`config.mk`:
```
export PLATFORM = sky130hd
export DESIGN_NAME = led_scan_decoder
export DESIGN_NICKNAME = d
export VERILOG_FILES = /design/src/rtl/led_pkg.sv /design/src/rtl/seg_group_capture.sv /design/src/rtl/led_scan_decoder.sv
export SDC_FILE = /design/constraint.sdc
export NUM_CORES = 1
export LEC_CHECK = 0
export ABC_CLOCK_PERIOD_IN_PS = 2900
export CORE_MARGIN = 3
export CORE_UTILIZATION = 52
export DETAILED_ROUTE_END_ITERATION = 10
export GPL_TIMING_DRIVEN = 0
export PLACE_DENSITY = 0.75
export SYNTH_ARGS = -nofsm -noshare
export SYNTH_HDL_FRONTEND = slang
export SYNTH_SLANG_ARGS = --single-unit
```
`constraint.sdc`:
```
create_clock -name clk -period 2.9 [get_ports clk]
set_input_delay 0.87 -clock clk [delete_from_list [all_inputs] [get_ports clk]]
set_output_delay 0.87 -clock clk [all_outputs]
set_load 0.03 [all_outputs]
```
`src/rtl/led_pkg.sv`:
```
// Shared constants for the seven-segment scan decoder:
// segment patterns (gfedcba), digit indices and pattern/enable helpers.
package led_pkg;

    localparam logic [6:0] SEG_0 = 7'h3F;
    localparam logic [6:0] SEG_1 = 7'h06;
    localparam logic [6:0] SEG_2 = 7'h5B;
    localparam logic [6:0] SEG_3 = 7'h4F;
    localparam logic [6:0] SEG_4 = 7'h66;
    localparam logic [6:0] SEG_5 = 7'h6D;
    localparam logic [6:0] SEG_6 = 7'h7D;
    localparam logic [6:0] SEG_7 = 7'h07;
    localparam logic [6:0] SEG_8 = 7'h7F;
    localparam logic [6:0] SEG_9 = 7'h6F;
    localparam logic [6:0] SEG_A = 7'h77;
    localparam logic [6:0] SEG_B = 7'h7C;
    localparam logic [6:0] SEG_C = 7'h39;
    localparam logic [6:0] SEG_D = 7'h5E;
    localparam logic [6:0] SEG_E = 7'h79;
    localparam logic [6:0] SEG_F = 7'h71;

    localparam logic [1:0] DIG_K1 = 2'd0;
    localparam logic [1:0] DIG_K2 = 2'd1;
    localparam logic [1:0] DIG_K3 = 2'd2;
    localparam logic [1:0] DIG_K4 = 2'd3;

    // Returns {legal, nibble}; legal = 0 for any unlisted pattern.
    function automatic logic [4:0] seg_decode(input logic [6:0] pat);
        case (pat)
            SEG_0:   return {1'b1, 4'h0};
            SEG_1:   return {1'b1, 4'h1};
            SEG_2:   return {1'b1, 4'h2};
            SEG_3:   return {1'b1, 4'h3};
            SEG_4:   return {1'b1, 4'h4};
            SEG_5:   return {1'b1, 4'h5};
            SEG_6:   return {1'b1, 4'h6};
            SEG_7:   return {1'b1, 4'h7};
            SEG_8:   return {1'b1, 4'h8};
            SEG_9:   return {1'b1, 4'h9};
            SEG_A:   return {1'b1, 4'hA};
            SEG_B:   return {1'b1, 4'hB};
            SEG_C:   return {1'b1, 4'hC};
            SEG_D:   return {1'b1, 4'hD};
            SEG_E:   return {1'b1, 4'hE};
            SEG_F:   return {1'b1, 4'hF};
            default: return 5'b0_0000;
        endcase
    endfunction

    // Digit index of a one-hot enable; callers qualify with one-hot check.
    function automatic logic [1:0] an_index(input logic [3:0] an);
        case (an)
            4'b0001: return DIG_K1;
            4'b0010: return DIG_K2;
            4'b0100: return DIG_K3;
            4'b1000: return DIG_K4;
            default: return DIG_K1;
        endcase
    endfunction

endpackage

```
`src/rtl/seg_group_capture.sv`:
```
// Dwell tracker and pattern decoder for one 4-digit display group.
// In: clk, rst_n, an[3:0], seg[7:0]. Out: cap_valid/idx/nib/dp/err (1-cycle).
module seg_group_capture
    import led_pkg::*;
#(
    parameter int SETTLE = 16
) (
    input  logic       clk,
    input  logic       rst_n,
    input  logic [3:0] an,
    input  logic [7:0] seg,
    output logic       cap_valid,
    output logic [1:0] cap_idx,
    output logic [3:0] cap_nib,
    output logic       cap_dp,
    output logic       cap_err
);

    localparam int CW = $clog2(SETTLE + 1);

    logic [11:0]   prev_q, prev_d;
    logic [CW-1:0] cnt_q, cnt_d;
    logic          captured_q, captured_d;
    logic          onehot, same, fire;
    logic [4:0]    dec;

    always_comb begin
        onehot     = (an != 4'b0) && ((an & (an - 4'd1)) == 4'b0);
        same       = ({an, seg} == prev_q);
        prev_d     = {an, seg};
        cnt_d      = cnt_q;
        captured_d = captured_q;
        fire       = 1'b0;
        if (!onehot || !same) begin
            cnt_d      = '0;
            captured_d = 1'b0;
        end else begin
            if (cnt_q != CW'(SETTLE)) begin
                cnt_d = cnt_q + CW'(1);
            end
            // Fire on the cycle the count lands on SETTLE-1, i.e. after
            // SETTLE consecutive identical cycles; captured blocks repeats.
            if ((cnt_d == CW'(SETTLE - 1)) && !captured_q) begin
                fire       = 1'b1;
                captured_d = 1'b1;
            end
        end
        dec = seg_decode(seg[6:0]);
    end

    always_ff @(posedge clk or negedge rst_n) begin
        if (!rst_n) begin
            prev_q     <= '0;
            cnt_q      <= '0;
            captured_q <= 1'b0;
        end else begin
            prev_q     <= prev_d;
            cnt_q      <= cnt_d;
            captured_q <= captured_d;
        end
    end

    assign cap_valid = fire & dec[4];
    assign cap_err   = fire & ~dec[4];
    assign cap_nib   = dec[3:0];
    assign cap_dp    = seg[7];
    assign cap_idx   = an_index(an);

endmodule

```
`src/rtl/led_scan_decoder.sv`:
```
// Rebuilds the 32-bit value and 8 DP bits from two scanned 4-digit groups.
// In: seg0/an0, seg1/an1. Out: num_out, dp_out, frame_valid, decode_err, err_sticky.
module led_scan_decoder
    import led_pkg::*;
#(
    parameter int SETTLE = 16,
    parameter bit SYNC   = 1'b1
) (
    input  logic        clk,
    input  logic        rst_n,
    input  logic [7:0]  seg0,
    input  logic [3:0]  an0,
    input  logic [7:0]  seg1,
    input  logic [3:0]  an1,
    output logic [31:0] num_out,
    output logic [7:0]  dp_out,
    output logic        frame_valid,
    output logic        decode_err,
    output logic        err_sticky
);

    logic [23:0] raw, line;

    assign raw = {seg1, an1, seg0, an0};

    generate
        if (SYNC) begin : g_sync
            logic [23:0] meta_q, sync_q;
            always_ff @(posedge clk or negedge rst_n) begin
                if (!rst_n) begin
                    meta_q <= '0;
                    sync_q <= '0;
                end else begin
                    meta_q <= raw;
                    sync_q <= meta_q;
                end
            end
            assign line = sync_q;
        end else begin : g_direct
            assign line = raw;
        end
    endgenerate

    logic       g0_valid, g0_dp, g0_err;
    logic [1:0] g0_idx;
    logic [3:0] g0_nib;
    logic       g1_valid, g1_dp, g1_err;
    logic [1:0] g1_idx;
    logic [3:0] g1_nib;

    seg_group_capture #(.SETTLE(SETTLE)) u_grp0 (
        .clk       (clk),
        .rst_n     (rst_n),
        .an        (line[3:0]),
        .seg       (line[11:4]),
        .cap_valid (g0_valid),
        .cap_idx   (g0_idx),
        .cap_nib   (g0_nib),
        .cap_dp    (g0_dp),
        .cap_err   (g0_err)
    );

    seg_group_capture #(.SETTLE(SETTLE)) u_grp1 (
        .clk       (clk),
        .rst_n     (rst_n),
        .an        (line[15:12]),
        .seg       (line[23:16]),
        .cap_valid (g1_valid),
        .cap_idx   (g1_idx),
        .cap_nib   (g1_nib),
        .cap_dp    (g1_dp),
        .cap_err   (g1_err)
    );

    logic [31:0] shadow_num_q, shadow_num_d;
    logic [7:0]  shadow_dp_q, shadow_dp_d;
    logic [7:0]  seen_q, seen_d;
    logic [31:0] num_q, num_d;
    logic [7:0]  dp_q, dp_d;
    logic        fv_q, fv_d;
    logic        err_q, err_d;
    logic        sticky_q, sticky_d;
    logic [2:0]  slot0, slot1;

    // K1 is the most significant nibble of a group, so slot = 3 - idx.
    assign slot0 = {1'b0, ~g0_idx};
    assign slot1 = {1'b1, ~g1_idx};

    always_comb begin
        shadow_num_d = shadow_num_q;
        shadow_dp_d  = shadow_dp_q;
        seen_d       = seen_q;
        num_d        = num_q;
        dp_d         = dp_q;
        fv_d         = 1'b0;
        err_d        = g0_err | g1_err;
        sticky_d     = sticky_q | err_d;
        if (g0_valid) begin
            shadow_num_d[{slot0, 2'b00} +: 4] = g0_nib;
            shadow_dp_d[slot0]                = g0_dp;
            seen_d[slot0]                     = 1'b1;
        end
        if (g1_valid) begin
            shadow_num_d[{slot1, 2'b00} +: 4] = g1_nib;
            shadow_dp_d[slot1]                = g1_dp;
            seen_d[slot1]                     = 1'b1;
        end
        // Completion looks at the post-write shadow so simultaneous
        // captures from both groups land in the same frame.
        if (&seen_d) begin
            num_d  = shadow_num_d;
            dp_d   = shadow_dp_d;
            fv_d   = 1'b1;
            seen_d = '0;
        end
    end

    always_ff @(posedge clk or negedge rst_n) begin
        if (!rst_n) begin
            shadow_num_q <= '0;
            shadow_dp_q  <= '0;
            seen_q       <= '0;
            num_q        <= '0;
            dp_q         <= '0;
            fv_q         <= 1'b0;
            err_q        <= 1'b0;
            sticky_q     <= 1'b0;
        end else begin
            shadow_num_q <= shadow_num_d;
            shadow_dp_q  <= shadow_dp_d;
            seen_q       <= seen_d;
            num_q        <= num_d;
            dp_q         <= dp_d;
            fv_q         <= fv_d;
            err_q        <= err_d;
            sticky_q     <= sticky_d;
        end
    end

    assign num_out     = num_q;
    assign dp_out      = dp_q;
    assign frame_valid = fv_q;
    assign decode_err  = err_q;
    assign err_sticky  = sticky_q;

endmodule

```
# Yosys cells after proc, flatten, opt, wreduce, memory -nomap -nowiden
# Cells that the tools add are included.
# word_totals
wordCells	143
out_inout_bits	43
register_bits	175
# classes
n_eq_ne	44
n_bitwise	14
n_lt_le_gt_ge	4
n_mux	34
n_reduce_logical	21
add_sub_neg	6
n_shift	4
# op_table
op	n
$eq 7x7->1 const B	24
$pmux 5 s16	2
$bwmux 32	2
$mux 32	2
$shift 4x7->32 const A	2
$shiftx 4x7->32	2
$mux 8	5
$mux 5	6
$eq 7x3->1 const B	4
$eq 7x6->1 const B	4
$eq 12x12->1	2
$bwmux 8	2
$pmux 2 s3	2
$mux 1	11
$add 5x1->5 const B	2
$eq 5x4->1 const B	2
$ne 5x5->1 const B	2
$and 4x4->4	2
$eq 4x2->1 const B	2
$eq 4x3->1 const B	2
$eq 4x4->1 const B	2
$logic_not 4->1	2
$or 8x4->8	1
$or 8x8->8	1
other kinds (18)	39

# Longest topological paths before layout
# Gate-level depths: netlist (run 1).
# depth
ltp_word	17
ltp_mapped	13
mapped_depth_nobuf	10

# Hierarchy
# A second synthesis (run 1) with hierarchy kept.
# hier_totals
cells_unflattened	620
hier_area_um2	7516.0
# by_module_without_submodules
mod	cells_per_inst	seq_area_each_um2	area_per_inst_um2	n_inst
led_scan_decoder	350	3478.3	5071.1	1
seg_group_capture	135	450.4	1222.4	2

# Least setup slack after synthesis (run 1)
# Ideal clock, no wire load.
# synth_timing
path_type	reg2reg
start	register g_sync.sync_q[4]
end	register dp_q[7] (netlist: dp_out[7])
path_slack_ps	-85
arrival_ps	2860
required_ps	2775
stages_incl_launch_ff	13
synth_period_minus_slack_ps	2985
cell_sequence	dfrtp_1 buf_2 or4b_1 a21oi_2 a221oi_2 a2111oi_4 buf_6 a21oi_2 nor4_2 nand4_2 buf_6 buf_6 mux2_4
# synth_via
elab_chain_cells	9
word_cells_on_any_way	29
cone_classes	17 x eq/ne; 7 x mux; 2 x bitwise; 3 x reduce/logical
# synth_rtl
element	line	source
start, declared	led_scan_decoder.sv:28	logic [23:0] meta_q, sync_q;
start signal, assigned	led_scan_decoder.sv:35	sync_q <= meta_q;
parallel branches: the longest is 4 deep, another holds $pmux 5 s16	-	
$and 1x1->1 (*)	seg_group_capture.sv:63	assign cap_valid = fire & dec[4];
$mux 8	led_scan_decoder.sv:98	if (g0_valid) begin
$or 8x8->8 (no source line)	-	
$mux 8	led_scan_decoder.sv:103	if (g1_valid) begin
$reduce_and 8->1	led_scan_decoder.sv:110	if (&seen_d) begin
end signal, assigned	led_scan_decoder.sv:133	dp_q <= dp_d;
end, declared	led_scan_decoder.sv:79	logic [7:0] dp_q, dp_d;
# Every way passes the cells marked *.
# A chain may end at the register's enable or synchronous reset.

# Worst setup path after layout (run 1)
# layout_timing
start	register g_sync.sync_q[10]
end	register num_q[28] (netlist: num_out[28])
# layout_via
elab_chain_cells	9
word_cells_on_any_way	31
cone_classes	17 x eq/ne; 1 x shift; 8 x mux; 2 x bitwise; 3 x reduce/logical
# layout_rtl
element	line	source
parallel branches: the longest is 9 deep, another holds $shiftx 4x7->32	-	
end signal, assigned	led_scan_decoder.sv:132	num_q <= num_d;
end, declared	led_scan_decoder.sv:78	logic [31:0] num_q, num_d;
# Several ways; the timed one is not identified.

==> results_dict.tcl, run 1 <==
set metrics [dict create \
    cts_buffers 17 \
    power_mw 5.014 \
    period_minus_slack_ns 3.124 \
    grt_pass1_wl_mm 26.85 \
    dp_cells 894 \
    cts-root-buf "clkbuf_16" \
    hold_viol 0 \
    worstReg2RegStart "g_sync.sync_q[10]" \
    violations "max-capacitance violations, negative setup slack" \
    grt_max_degree 90 \
    synth_area_per_cell_um2 11.98 \
    max_freq_mhz 320.1 \
    synth_area_um2 7726 \
    relSlewSlack_pct 2.334 \
    synthFlopType "dfrtp_1" \
    cts_hold_buf 0 \
    worstPathRequired_ns 3.22 \
    clk_latency_ns 0.44 \
    dr.pass1.iters 5 \
    io_buffers 68 \
    numClockSinks 175 \
    finalMaxSlewViolations 0 \
    grt_overflow_total 0 \
    num_antenna_cells 0 \
    vdd.ir_drop.worst_v 0.0003940 \
    die_w_um 127.9 \
    critical-path-slowest-cell "dfrtp_2" \
    die_y_um 127.9 \
    first_iter_violations 403 \
    status "complete, but fails checks" \
    worst_pin_slew_ns 1.447 \
    num_io_pins 69 \
    async_reset_ff_share_pct 100.0 \
    fin_util_pct 68.52 \
    seq_area_um2 4385 \
    cts_tree "yes" \
    rsz0062_at_grt "yes" \
    fill_cells 998 \
    worstPathCellList "buf_4, xor2_1, nor4_2, o2111ai_2, a2111oi_4, buf_4, a21oi_4, nor4_4, nand4_2, buf_8, buf_12, mux2_4" \
    clkTransAtPathRegs_ns 0.06 \
    antenna_found_initial 0 \
    critPathCaptureType "flip-flop" \
    synth-edff-count 0 \
    grt_usage_pct 20.86 \
    drc 0 \
    h-tree-depth 4 \
    antenna_left 0 \
    synthCells 645 \
    hold_path_class "flip-flop to flip-flop" \
    critPathMaxFanout 10 \
    ys_seq_area_share_pct 56.68 \
    multiInputGateArea_um2 3371 \
    first_global_vias 5550 \
    regToRegEndpoint "num_out[28]" \
    cp_slowest_stage_delay_ns 0.45 \
    crit_type "flip-flop to flip-flop" \
    timing.critical_path.to "num_out[28]" \
    num_vias 5386 \
    period_share_pct 107.7 \
    wirelength_mm 16.59 \
    place_congestion 0.8494 \
    p_leak_nw 4.471 \
    startpoint_type "flip-flop" \
    fin_skew_ns 0.01326 \
    area_delta_synth_final_pct 25.96 \
    final_area_um2 9732 \
    post-place-ws_ns -0.5734 \
    finalSetupViolations 48 \
    final_cell_mix "dfrtp_1, clkdlybuf4s50_1, mux2_2, nor2_1, nand2_1" \
    rows 43 \
    die_area_um2 16360 \
    viasPerCell 5.652 \
    crit_top_cell "buf_4" \
    ys_seq_elements 175 \
    fin_ws_ns -0.2238 \
    final_cells 953 \
    dp_hpwl_mm 10.92 \
    avgRoutedWirePerCell_um 17.41 \
    max_cap_violations 1 \
    ys_types 61 \
    syn_nets 693 \
    cp.arrival_ns 3.44 \
    clockBufferDepth 2 \
    fp.coreArea_um2 14200 \
    ys_warn_count 0 \
    power_density_nw_per_um2 515.3 \
    r2r_cells 12 \
    r2r_setup_slack_ns -0.22 \
    place_area_um2 8690 \
    start_util_pct 54.40 \
    startpoint "g_sync.sync_q[10]" \
    layout.nets 808 \
    layout-drive-gt1-share_pct 25.10 \
    final_common_cell "dfrtp_1" \
]
[cell usage after synthesis, drive strengths merged (2+ instances only)]
master  instances  area (um^2)
nor4            9        62.56
o21ai          15        75.07
a21o            3        22.52
or3             7        43.79
mux2i           8        80.08
or2             8        50.05
xnor2          15        131.4
nand4           6        43.79
and2            7        43.79
buf            11        73.82
inv            16        60.06
or4             2        15.01
nor2           50        187.7
xor2           15        131.4
and3b           2        17.52
a22oi           4        30.03
a21boi          6        48.80
a22o            6        52.55
ha             22        275.3
nand2          49        183.9
a21oi          23        122.6
o32ai           2        17.52
and3           10        62.56
nand3b          8        60.06
nor2b           8        50.05
o31a            3        26.28
o22ai           3        18.77
o31ai           2        15.01
a31oi           2        12.51
nor3           18        90.09
clkbuf         14        52.55
nand3          12        60.06
o211ai          5        37.54
nand2b         11        68.82
mux2           69        814.5
dfrtp         175         4379
[timing repair]
action                                  CTS  global route
gates resized for setup                  29            44
pin swaps                                 6            14
endpoints found under the setup margin   79            86
gates cloned                              1             0
buffers inserted                         12            15
[sequential cells by signal, indices dropped and copies added, names as in the netlist]
register	count
u_grp0.prev_q	12
u_grp0.captured_q	1
u_grp1.captured_q	1
u_grp1.cnt_q	5
shadow_num_q	32
g_sync.meta_q	24
u_grp1.prev_q	12
num_out	32
seen_q	8
frame_valid	1
dp_out	8
err_sticky	1
shadow_dp_q	8
u_grp0.cnt_q	5
g_sync.sync_q	24
decode_err	1
[critical path, delay by kind of cell, from the launching register on]
family	cells	cell delay [ns]
compound gates	3	0.55
xor+xnor	1	0.15
buf+inv	4	0.72
flops	1	0.45
mux	1	0.30
simple gates	3	0.82
[cell families (layout without fill, tap and decap cells)]
kind of cell,Yosys count,after routing,synth area share (%)
and+or+nand+nor,216,216,14.69
DFF,175,175,56.68
AOI/OAI and AO/OA,84,84,7.676
muxes,77,77,11.58
buffers and inverters,41,169,2.413
xor gates and xnor gates,30,30,3.401
adders and majority gates,22,22,3.563
[power by group]
| group | switching, mW | internal (mW) |
|---|---|---|
| logic | 0.187 | 0.123 |
| clock network | 1.02 | 1.15 |
| registers | 0.0382 | 2.49 |
[cell type report]
type                            count  share of cell area [%]
Timing Repair Buffer               97                   9.771
Clock inverter                     13                   1.170
Clock buffer                       19                   4.551
Inverter                           16                  0.6171
Multi-Input combinational cell    429                   34.64
Sequential cell                   175                   45.06
Tap cell                          180                   2.314
Buffer                             24                   1.877
[per-layer routing]
metal	GRT usage [%]	vias up	share of wire [%]	wire (um)
li1	-	2490	-	-
met1	26.11	2692	42	7015
met3	5.625	31	4.9	820
met4	6.679	0	1.9	308
met5	0	-	0	0
met2	35.40	173	51	8446
[worst min-delay path by stage]
stage / slack, ns / startpoint / cells past startpoint / endpoint
2_1_floorplan: 0.33 / g_sync.meta_q[0] / 0 / g_sync.sync_q[0]
3_3_place_gp: 0.33 / g_sync.meta_q[19] / 0 / g_sync.sync_q[19]
3_5_place_dp: 0.33 / g_sync.meta_q[20] / 0 / g_sync.sync_q[20]
4_1_cts: 0.35 / g_sync.meta_q[10] / 0 / g_sync.sync_q[10]
5_1_grt: 0.35 / g_sync.meta_q[6] / 0 / g_sync.sync_q[6]
6_report: 0.34 / g_sync.meta_q[10] / 0 / g_sync.sync_q[10]
[stage by stage]
step                      hold WS [ns]  setup TNS [ns]
after floorplan                 0.3312         -0.1078
after global placement          0.3312        -1022.72
after detailed placement        0.3347          -24.59
after CTS                       0.3451          -12.47
after global routing            0.3539          -14.13
final                           0.3429          -8.162
(Power assumes the default switching activity.)
==> run 2, diff against run 1 <==
Settings changed: MAX_ROUTING_LAYER set to met4.
==> results_dict.tcl, run 2 (synthesis gave the netlist of run 1 again) <==
set metrics [dict create \
    drc 0 \
    first_iter_violations 427 \
    num_antenna_cells 0 \
    final_cell_mix "dfrtp_1, clkdlybuf4s50_1, mux2_2, nor2_1, nand2_1" \
    fill_cells 980 \
    cts_tree "yes" \
    path_buf_inv 3 \
    dp_cells 894 \
    die_y_um 127.9 \
    h-tree-depth 4 \
    worstPathCellList "clkbuf_4, and3b_1, o22ai_2, or4_4, nor4b_4, o211ai_1, a22oi_2, nand4_2, buf_8, buf_12, mux2_2" \
    min_path_cells 0 \
    layout-drive-gt1-share_pct 26.42 \
    status "complete, but fails checks" \
    critical_path_depth 11 \
    die_area_um2 16360 \
    start_util_pct 54.40 \
    period_minus_slack_ns 3.143 \
    fin_util_pct 69.66 \
    cp.arrival_ns 3.46 \
    clkTransAtPathRegs_ns 0.07 \
    final_cells 952 \
    r2r_setup_slack_ns -0.24 \
    die_w_um 127.9 \
    startpoint_type "flip-flop" \
    cts_buffers 17 \
    max_freq_mhz 318.2 \
    clk_latency_ns 0.44 \
    fin_skew_ns 0.01466 \
    crit_type "flip-flop to flip-flop" \
    worstPathRequired_ns 3.21 \
    worst_pin_slew_ns 1.220 \
    critPathTopFamily "simple AND/OR/NAND/NOR gates" \
    post-place-ws_ns -0.5578 \
    finalSetupTns_ns -9.747 \
    regToRegEndpoint "dp_out[0]" \
    finalMaxSlewViolations 0 \
    io_buffers 68 \
    dp_hpwl_mm 11.01 \
    rows 43 \
    num_io_pins 69 \
    avgRoutedWirePerCell_um 18.26 \
    fin_hold_ws_ns 0.3479 \
    cts_hold_buf 0 \
    layout.nets 807 \
    num_vias 5480 \
    violations "negative setup slack" \
    period_share_pct 108.4 \
    antenna_left 0 \
    critPathCaptureType "flip-flop" \
    place_congestion 0.8616 \
    finalSetupViolations 49 \
    grt_pass1_wl_mm 27.48 \
    vdd.ir_drop.worst_v 0.0004302 \
    hold_end "g_sync.sync_q[20]" \
    r2r_cells 11 \
    critPathMaxFanout 9 \
    hold_viol 0 \
    grt_max_degree 90 \
    dr.pass1.iters 6 \
    grt_usage_pct 21.80 \
    hold_path_class "flip-flop to flip-flop" \
    critical-path-slowest-cell "or4_4" \
    final_common_cell "dfrtp_1" \
    min-delay-start "g_sync.meta_q[20]" \
    antenna_found_initial 0 \
    fp.coreArea_um2 14200 \
    max_cap_violations 0 \
    wirelength_mm 17.39 \
    grt_overflow_total 0 \
    area_delta_synth_final_pct 28.06 \
    relSlewSlack_pct 17.61 \
    cp_slowest_stage_delay_ns 0.56 \
    rsz0062_at_grt "yes" \
    clockBufferDepth 2 \
    p_leak_nw 4.547 \
    power_density_nw_per_um2 519.0 \
    first_global_vias 5549 \
    fin_ws_ns -0.2430 \
    cts-root-buf "clkbuf_16" \
    place_area_um2 8690 \
    numClockSinks 175 \
    viasPerCell 5.756 \
    final_area_um2 9894 \
    worstReg2RegStart "g_sync.sync_q[15]" \
    power_mw 5.136 \
]
==> run 2: power by group <==
part / total, mW / switching, mW / internal [mW] / leakage, nW
Sequential: 2.53 / 0.0372 / 2.49 / 2.28
Clock: 2.29 / 1.04 / 1.25 / 0.296
Combinational: 0.314 / 0.188 / 0.125 / 1.98
Total: 5.14 / 1.27 / 3.87 / 4.55
==> run 2: per-layer routing <==
| metal | up-vias | global-route usage, % | share of wire, % |
|---|---|---|---|
| li1 | 2493 | - | - |
| met1 | 2786 | 26.54 | 41 |
| met3 | 33 | 4.667 | 4.7 |
| met5 | - | - | 0 |
| met2 | 168 | 36.26 | 52 |
| met4 | 0 | 7.553 | 1.8 |
==> run 2: final cells by class <==
cell class	count	area, um^2	area share, %
Buffer	25	222.7	2.251
Timing Repair Buffer	95	959.7	9.699
Clock inverter	14	158.9	1.606
Tap cell	180	225.2	2.276
Clock buffer	18	439.2	4.439
Sequential cell	175	4383	44.30
Multi-Input combinational cell	429	3443	34.80
Inverter	16	62.56	0.6323
==> run 2: repair_timing <==
item | CTS | global route
endpoints found under the hold margin | 0 | 0
endpoints found under the setup margin | 76 | 79
cloned | 2 | 0
gates resized for setup | 43 | 55
buffers inserted | 12 | 14
pin swaps | 10 | 16
==> run 2: worst max-delay path by stage <==
stage,startpoint,end,slack [ns]
after floorplan,g_sync.sync_q[4],dp_out[7],-0.01
final,g_sync.sync_q[15],dp_out[0],-0.24
after detailed placement,g_sync.sync_q[16],num_out[31],-0.56
after CTS,g_sync.sync_q[4],dp_out[0],-0.25
after global routing,g_sync.sync_q[15],num_out[25],-0.40
after global placement,rst_n,num_out[20],-5.72
